### src/rtl/uart_pkg.sv
// Shared UART definitions: state encoding, frame geometry and line levels.
// Used by the transmitter today and by a future oversampling receiver.
package uart_pkg;

    localparam int UART_DATA_BITS = 8;

    localparam logic UART_START_LVL = 1'b0;
    localparam logic UART_STOP_LVL  = 1'b1;

    typedef enum logic [2:0] {
        IDLE,
        START,
        DATA,
        PARITY,
        STOP
    } uart_state_t;

endpackage

### src/rtl/uart_transmitter_if.sv
// Byte handshake and serial-line bundle between a byte producer (master)
// and the UART transmitter (slave).
interface uart_transmitter_if;
    import uart_pkg::*;

    logic [UART_DATA_BITS-1:0] data;
    logic                      valid;
    logic                      ready;
    logic                      tx;
    logic                      busy;
    logic                      done;

    modport master (
        output data, valid,
        input  ready, tx, busy, done
    );

    modport slave (
        input  data, valid,
        output ready, tx, busy, done
    );

endinterface

### src/rtl/uart_baud_gen.sv
// Bit-timing counter: counts 0..CLKS_PER_BIT-1 and wraps.
// tick is a look-ahead flag: it is high when the coming cycle is the last
// cycle of a bit, so a consumer can register bit-boundary-aligned outputs
// without an extra cycle of latency. clr restarts the count at 0.
module uart_baud_gen #(
    parameter int CLKS_PER_BIT = 1
) (
    input  logic ipclk,
    input  logic rst,
    input  logic clr,
    output logic tick
);

    localparam int CNT_W = (CLKS_PER_BIT > 1) ? $clog2(CLKS_PER_BIT) : 1;
    localparam logic [CNT_W-1:0] CNT_LAST = CNT_W'(CLKS_PER_BIT - 1);

    logic [CNT_W-1:0] cnt_q;
    logic [CNT_W-1:0] cnt_d;

    // Next count: restart on clear, wrap at the bit boundary.
    always_comb begin
        cnt_d = cnt_q + 1'b1;
        if (clr || (cnt_q == CNT_LAST)) begin
            cnt_d = '0;
        end
    end

    assign tick = (cnt_d == CNT_LAST);

    // Counter register.
    always_ff @(posedge ipclk or posedge rst) begin
        if (rst) begin
            cnt_q <= '0;
        end else begin
            cnt_q <= cnt_d;
        end
    end

endmodule

### src/rtl/uart_transmitter.sv
// UART transmit side: start bit, 8 data bits LSB first, optional even parity
// bit (enabled by defining UART_TX_PARITY_EN), then STOP_BITS stop bits.
// All outputs are registered from the next-state values so each bit appears
// on tx in the cycle right after the edge that selects it.
module uart_transmitter
    import uart_pkg::*;
#(
    parameter int CLKS_PER_BIT = 1,
    parameter int STOP_BITS    = 1
) (
    input  logic                ipclk,
    input  logic                rst,
    uart_transmitter_if.slave   bus
);

    // Value of the 1-bit stop counter during the last stop bit.
    localparam logic STOP_LAST = (STOP_BITS == 2);

    uart_state_t               state_q, state_d;
    logic [UART_DATA_BITS-1:0] shift_q, shift_d;
    logic [2:0]                bit_idx_q, bit_idx_d;
    logic                      stop_cnt_q, stop_cnt_d;
    logic                      tx_q, tx_d;
    logic                      ready_q, ready_d;
    logic                      busy_q, busy_d;
    logic                      done_q, done_d;
    logic                      bnd_q;
    logic                      tick;
    logic                      accept;
`ifdef UART_TX_PARITY_EN
    logic                      parity_q, parity_d;
`endif

    assign accept = bus.valid && ready_q;

    uart_baud_gen #(
        .CLKS_PER_BIT (CLKS_PER_BIT)
    ) u_baud (
        .ipclk (ipclk),
        .rst   (rst),
        .clr   (accept),
        .tick  (tick)
    );

    // Next-state logic; acceptance (only possible in IDLE or the final stop
    // cycle) overrides whatever the current state chose.
    always_comb begin
        state_d    = state_q;
        shift_d    = shift_q;
        bit_idx_d  = bit_idx_q;
        stop_cnt_d = stop_cnt_q;
        done_d     = 1'b0;
`ifdef UART_TX_PARITY_EN
        parity_d   = parity_q;
`endif
        case (state_q)
            IDLE: begin
                state_d = IDLE;
            end
            START: begin
                if (bnd_q) state_d = DATA;
            end
            DATA: begin
                if (bnd_q) begin
                    if (bit_idx_q == 3'(UART_DATA_BITS - 1)) begin
`ifdef UART_TX_PARITY_EN
                        state_d = PARITY;
`else
                        state_d = STOP;
`endif
                        stop_cnt_d = 1'b0;
                    end else begin
                        bit_idx_d = bit_idx_q + 3'd1;
                        shift_d   = {1'b0, shift_q[UART_DATA_BITS-1:1]};
                    end
                end
            end
`ifdef UART_TX_PARITY_EN
            PARITY: begin
                if (bnd_q) state_d = STOP;
            end
`endif
            STOP: begin
                if (bnd_q) begin
                    if (stop_cnt_q == STOP_LAST) begin
                        done_d  = 1'b1;
                        state_d = IDLE;
                    end else begin
                        stop_cnt_d = 1'b1;
                    end
                end
            end
            default: begin
                state_d = IDLE;
            end
        endcase
        if (accept) begin
            state_d    = START;
            shift_d    = bus.data;
            bit_idx_d  = 3'd0;
            stop_cnt_d = 1'b0;
`ifdef UART_TX_PARITY_EN
            parity_d   = ^bus.data;
`endif
        end
    end

    // Output decode from the next state, so registered outputs line up with it.
    always_comb begin
        tx_d = UART_STOP_LVL;
        case (state_d)
            START:   tx_d = UART_START_LVL;
            DATA:    tx_d = shift_d[0];
`ifdef UART_TX_PARITY_EN
            PARITY:  tx_d = parity_d;
`endif
            default: tx_d = UART_STOP_LVL;
        endcase
        busy_d  = (state_d != IDLE);
        // Ready in idle, and in the very last cycle of the last stop bit so a
        // back-to-back byte starts without an idle gap.
        ready_d = (state_d == IDLE) ||
                  ((state_d == STOP) && (stop_cnt_d == STOP_LAST) && tick);
    end

    // State and output registers; reset abandons any frame in progress.
    always_ff @(posedge ipclk or posedge rst) begin
        if (rst) begin
            state_q    <= IDLE;
            shift_q    <= '0;
            bit_idx_q  <= 3'd0;
            stop_cnt_q <= 1'b0;
            tx_q       <= UART_STOP_LVL;
            ready_q    <= 1'b0;
            busy_q     <= 1'b0;
            done_q     <= 1'b0;
            bnd_q      <= 1'b0;
        end else begin
            state_q    <= state_d;
            shift_q    <= shift_d;
            bit_idx_q  <= bit_idx_d;
            stop_cnt_q <= stop_cnt_d;
            tx_q       <= tx_d;
            ready_q    <= ready_d;
            busy_q     <= busy_d;
            done_q     <= done_d;
            bnd_q      <= tick;
        end
    end

`ifdef UART_TX_PARITY_EN
    // Parity of the accepted byte, held for the whole frame.
    always_ff @(posedge ipclk or posedge rst) begin
        if (rst) begin
            parity_q <= 1'b0;
        end else begin
            parity_q <= parity_d;
        end
    end
`endif

    assign bus.tx    = tx_q;
    assign bus.ready = ready_q;
    assign bus.busy  = busy_q;
    assign bus.done  = done_q;

endmodule

### src/flat_wrapper.sv
// flat-port wrapper written by rule: the top's interface ports become plain ports
module uart_transmitter_flat import uart_pkg::*;
#(
    parameter int CLKS_PER_BIT = 1,
    parameter int STOP_BITS    = 1
)
  (ipclk, rst, bus_data, bus_valid, bus_ready, bus_tx, bus_busy, bus_done);
  uart_transmitter_if bus_i ();
  input  logic ipclk;
  input  logic rst;
  input wire logic [$bits(bus_i.data)-1:0] bus_data;
  input wire logic [$bits(bus_i.valid)-1:0] bus_valid;
  output wire logic [$bits(bus_i.ready)-1:0] bus_ready;
  output wire logic [$bits(bus_i.tx)-1:0] bus_tx;
  output wire logic [$bits(bus_i.busy)-1:0] bus_busy;
  output wire logic [$bits(bus_i.done)-1:0] bus_done;
  assign bus_i.data = bus_data;
  assign bus_i.valid = bus_valid;
  assign bus_ready = bus_i.ready;
  assign bus_tx = bus_i.tx;
  assign bus_busy = bus_i.busy;
  assign bus_done = bus_i.done;
  uart_transmitter #(.CLKS_PER_BIT(CLKS_PER_BIT), .STOP_BITS(STOP_BITS)) u_core (.ipclk(ipclk), .rst(rst), .bus(bus_i));
endmodule
### config.mk
export PLATFORM = sky130hd
export DESIGN_NAME = uart_transmitter_flat
export DESIGN_NICKNAME = d
export VERILOG_FILES = /design/src/rtl/uart_pkg.sv /design/src/rtl/uart_transmitter_if.sv /design/src/rtl/uart_baud_gen.sv /design/src/rtl/uart_transmitter.sv /design/src/flat_wrapper.sv
export SDC_FILE = /design/constraint.sdc
export NUM_CORES = 1
export LEC_CHECK = 0
export CORE_MARGIN = 2
export CORE_UTILIZATION = 45
export CTS_BUF_LIST = sky130_fd_sc_hd__clkbuf_16
export DETAILED_ROUTE_END_ITERATION = 8
export GPL_TIMING_DRIVEN = 1
export PLACE_DENSITY_LB_ADDON = 0.15
export SYNTH_ARGS = -nofsm -noshare
export SYNTH_HDL_FRONTEND = slang
export SYNTH_HIERARCHICAL = 1
export SYNTH_SLANG_ARGS = --single-unit
### constraint.sdc
create_clock -name ipclk -period 2.4 [get_ports ipclk]
set_input_delay 0.24 -clock ipclk [delete_from_list [all_inputs] [get_ports ipclk]]
set_output_delay 0.24 -clock ipclk [all_outputs]
set_load 0.01 [all_outputs]
==> impl_results.md <==
- Core area: 0.001942 mm^2
- Worst Skew: 1.632 ps
- CP delay by family, top: adder cells
- Placed Instance Area: 0.001080 mm^2
- FMAX: 557.5 MHz
- # DRC: 0
- Nature of the critical path endpoint: register
- Hpwl dp: 1119 um
- First-pass GRT wire length: 2856 um
- GR Layer Usage met2: 0.2410
- Antenna cells: 0
- M1 GR Usage: 0.2072
- H-tree levels: 1
- Tmin final: 1794 ps
- CTS tree: yes
- Static leakage: 0.0005197 uW
- RePlAce Congestion: 0.6746
- Router iterations before antenna repair: 3
- Port Buf Inserts: 14
- Post-synthesis sequential area ratio: 0.5471
- Via count of the routed design: 622
- Syn Area/Cell: 11.18 um^2
- HP Class: in -> async
- CP arrival: 1910 ps
- Power Density: 1049 mW/mm^2
- Status: finished clean
- Layout cells sized above 1: 0.1122
- Die H: 49.15 um
- Clk buf depth: 2
- Number of cell rows: 16
- Ports: 15
- CTS root buf: clkbuf_16
- Largest net degree at the start of global routing: 21
- Clock transition at path regs: 50 ps
- Die width: 49.15 um
- Vias per cell: 4.976
- Syn nets: 95
- Buffers & Inverters on Critical Path: 1
- Grt total ovfl: 0
- Final period utilization: 0.7474
- Yosys reg bits: 20
- Post-Syn Instances: 82
- Top Usage Layer GRT: met2
- CP cell instances: ha_1, ha_1, nor4b_4, buf_4, mux2i_1, o21ai_0
- Sink Count: 20
- Fin Setup TNS: 0 ps
- Antenna violations before repair: 0
- Post-synth cell types: 29
- Crit path launch type: register
- Setup violators final: 0
- Slew HR: 0.4934
- WP data required: 2520 ps
- GRT Total Usage: 0.1573
- Max stage delay on crit path: 390 ps
- RSZ-0062 raised after global routing: false
- Layout area overhead: 26.33%
- Post-CTS Setup Repair Bufs: 0
- Crit-path slowest cell: dfrtp_1
- Total of fill cells in the finished design: 181
- Routed WL: 1594 um
- Wirelength per Cell: 12.75 um
- Clock Latency Late Sink: 250 ps
- CP Class: reg -> reg
- DR iter-0 viols: 5
- Worst vdd ir: 660.3 uV
- Slew Viols, Final: 0
- Vias in the first global route: 662
- GR Layer Usage met3: 0.03374
- Cell mode on critical path: ha_1
- Syn Std Cell Area: 917.1 um^2
- Initial core utilization: 0.4723
- # Max-Cap Violations: 0
- Nets: 112
- Routed Antenna Nets: 0
- CTS resizes: 0
- Inserted Clock Buffers: 3
- Final hold vios: 0
- CP Max Fanout: 11
- Syn. warnings: 6
- Tightest Pin Transition: 759.1 ps
- Post-route cell area: 0.001159 mm^2
- Die Area: 0.002415 mm^2
- CTS Hold Buffers Added: 0
-- logic make-up after synthesis --
logic type,share of synthesized area
simple gates,0.1719
flops,0.5471
compound gates,0.1051
mux,0.09823
buf+inv,0.03684
fa+ha+maj,0.02728
other cells,0.004089
xor+xnor,0.009552
-- path summary, 6_finish.rpt --
check,start,to,slack (ps),depth (start not counted)
worst max-delay path,u_core/bit_idx_q[0],u_core/shift_q[0],610,6
worst min-delay path,rst,u_core/shift_q[7],430,2
worst max register to register,u_core/bit_idx_q[0],u_core/shift_q[0],610,6
worst min register to register,u_core/state_q[0],u_core/bus.done,520,1
max in group asynchronous,rst,u_core/bus.done,1500,2
min in group ipclk,u_core/state_q[0],u_core/bus.done,520,1
-- cell usage after synthesis --
master	n	share of area
dfrtp_1	19	0.52
a211oi_1	1	0.0082
xnor2_1	1	0.0096
nor2_1	5	0.020
o211a_1	1	0.011
and2_1	1	0.0068
mux2i_1	9	0.098
nand2b_4	1	0.015
nor4b_1	1	0.0096
a21o_2	1	0.0096
nor4b_4	1	0.026
nand4b_1	1	0.0096
clkbuf_1	2	0.0082
nand2_1	13	0.053
buf_6	1	0.012
nand2b_1	1	0.0068
buf_4	1	0.0082
o21ai_0	3	0.016
a22oi_1	1	0.0082
a21o_1	1	0.0082
nand3b_1	1	0.0082
and2b_2	1	0.0096
conb_1	1	0.0041
dfstp_2	1	0.029
o21ai_1	6	0.033
inv_1	2	0.0082
ha_1	2	0.027
a21oi_1	2	0.011
or2_2	1	0.0068
-- layer usage --
layer | part of all wire | routed length [um]
met1 | 0.49 | 777
met2 | 0.45 | 718
met3 | 0.038 | 60
met4 | 0.023 | 37
met5 | 0 | 0
-- through the flow --
| step | power (uW) | hold slack (ps) | utilization | setup slack, ps | cells |
|---|---|---|---|---|---|
| 5_1_grt | 1301 | 523.4 | 0.5966 | 531.5 | 125 |
| 4_1_cts | 1232 | 450.6 | 0.5966 | 613.8 | 125 |
| 3_3_place_gp | 882.3 | 501.0 | 0.5561 | 686.6 | 121 |
| 3_5_place_dp | 888.0 | 508.4 | 0.5561 | 607.8 | 121 |
| 6_report | 1216 | 427.1 | 0.5966 | 606.2 | 125 |
| 2_1_floorplan | 758.0 | 203.1 | - | 745.6 | 82 |
-- worst reg2reg max path: stages, from the launching register on --
cell and delay [ps]:
dfrtp_1 390, ha_1 200, ha_1 230, nor4b_4 250, buf_4 250, mux2i_1 240, o21ai_0 110
-- state kept, by name (all words and copies together), names as in the netlist --
signal and count:
u_core/bus.busy 1, u_core/stop_cnt_q 1, u_core/bus.done 1, u_core/bit_idx_q 3, u_core/bnd_q 1, u_core/bus.ready 1
u_core/shift_q 8, u_core/bus.tx 1, u_core/state_q 3
-- power breakdown --
| part | leakage [uW] | internal [uW] | switching, uW |
|---|---|---|---|
| sequential | 0.000253 | 457 | 69.3 |
| combinational | 0.000228 | 185 | 171 |
| clock | 0.0000385 | 221 | 113 |
| total | 0.000520 | 863 | 353 |
-- final cells by class --
type,count,area (um^2),area share
inverter,2,7.507,0.006479
clock inverter,1,3.754,0.003240
clock buffer,3,75.07,0.06479
multi-input combinational,56,381.6,0.3294
tap,27,33.78,0.02916
sequential,20,501.7,0.4330
timing repair buffer,16,155.1,0.1339
-- layout by cell type (no fill, tap or decap) --
cell	n
clkbuf_16	3
nand3b_1	1
or2_2	1
nor4b_1	1
nor4b_4	1
a22oi_1	1
o211a_1	1
clkinv_1	1
nand4b_1	1
and2b_2	1
a211oi_1	1
inv_1	2
buf_4	2
dfstp_2	1
xnor2_1	1
a21oi_1	2
nand2b_1	1
ha_1	2
nand2_1	13
a21o_1	1
o21ai_0	3
conb_1	1
nand2b_4	1
and2_1	1
o21ai_1	6
mux2i_1	9
dfrtp_1	19
clkdlybuf4s50_1	14
nor2_1	5
a21o_2	1
Power figures use the tool's default switching activity.
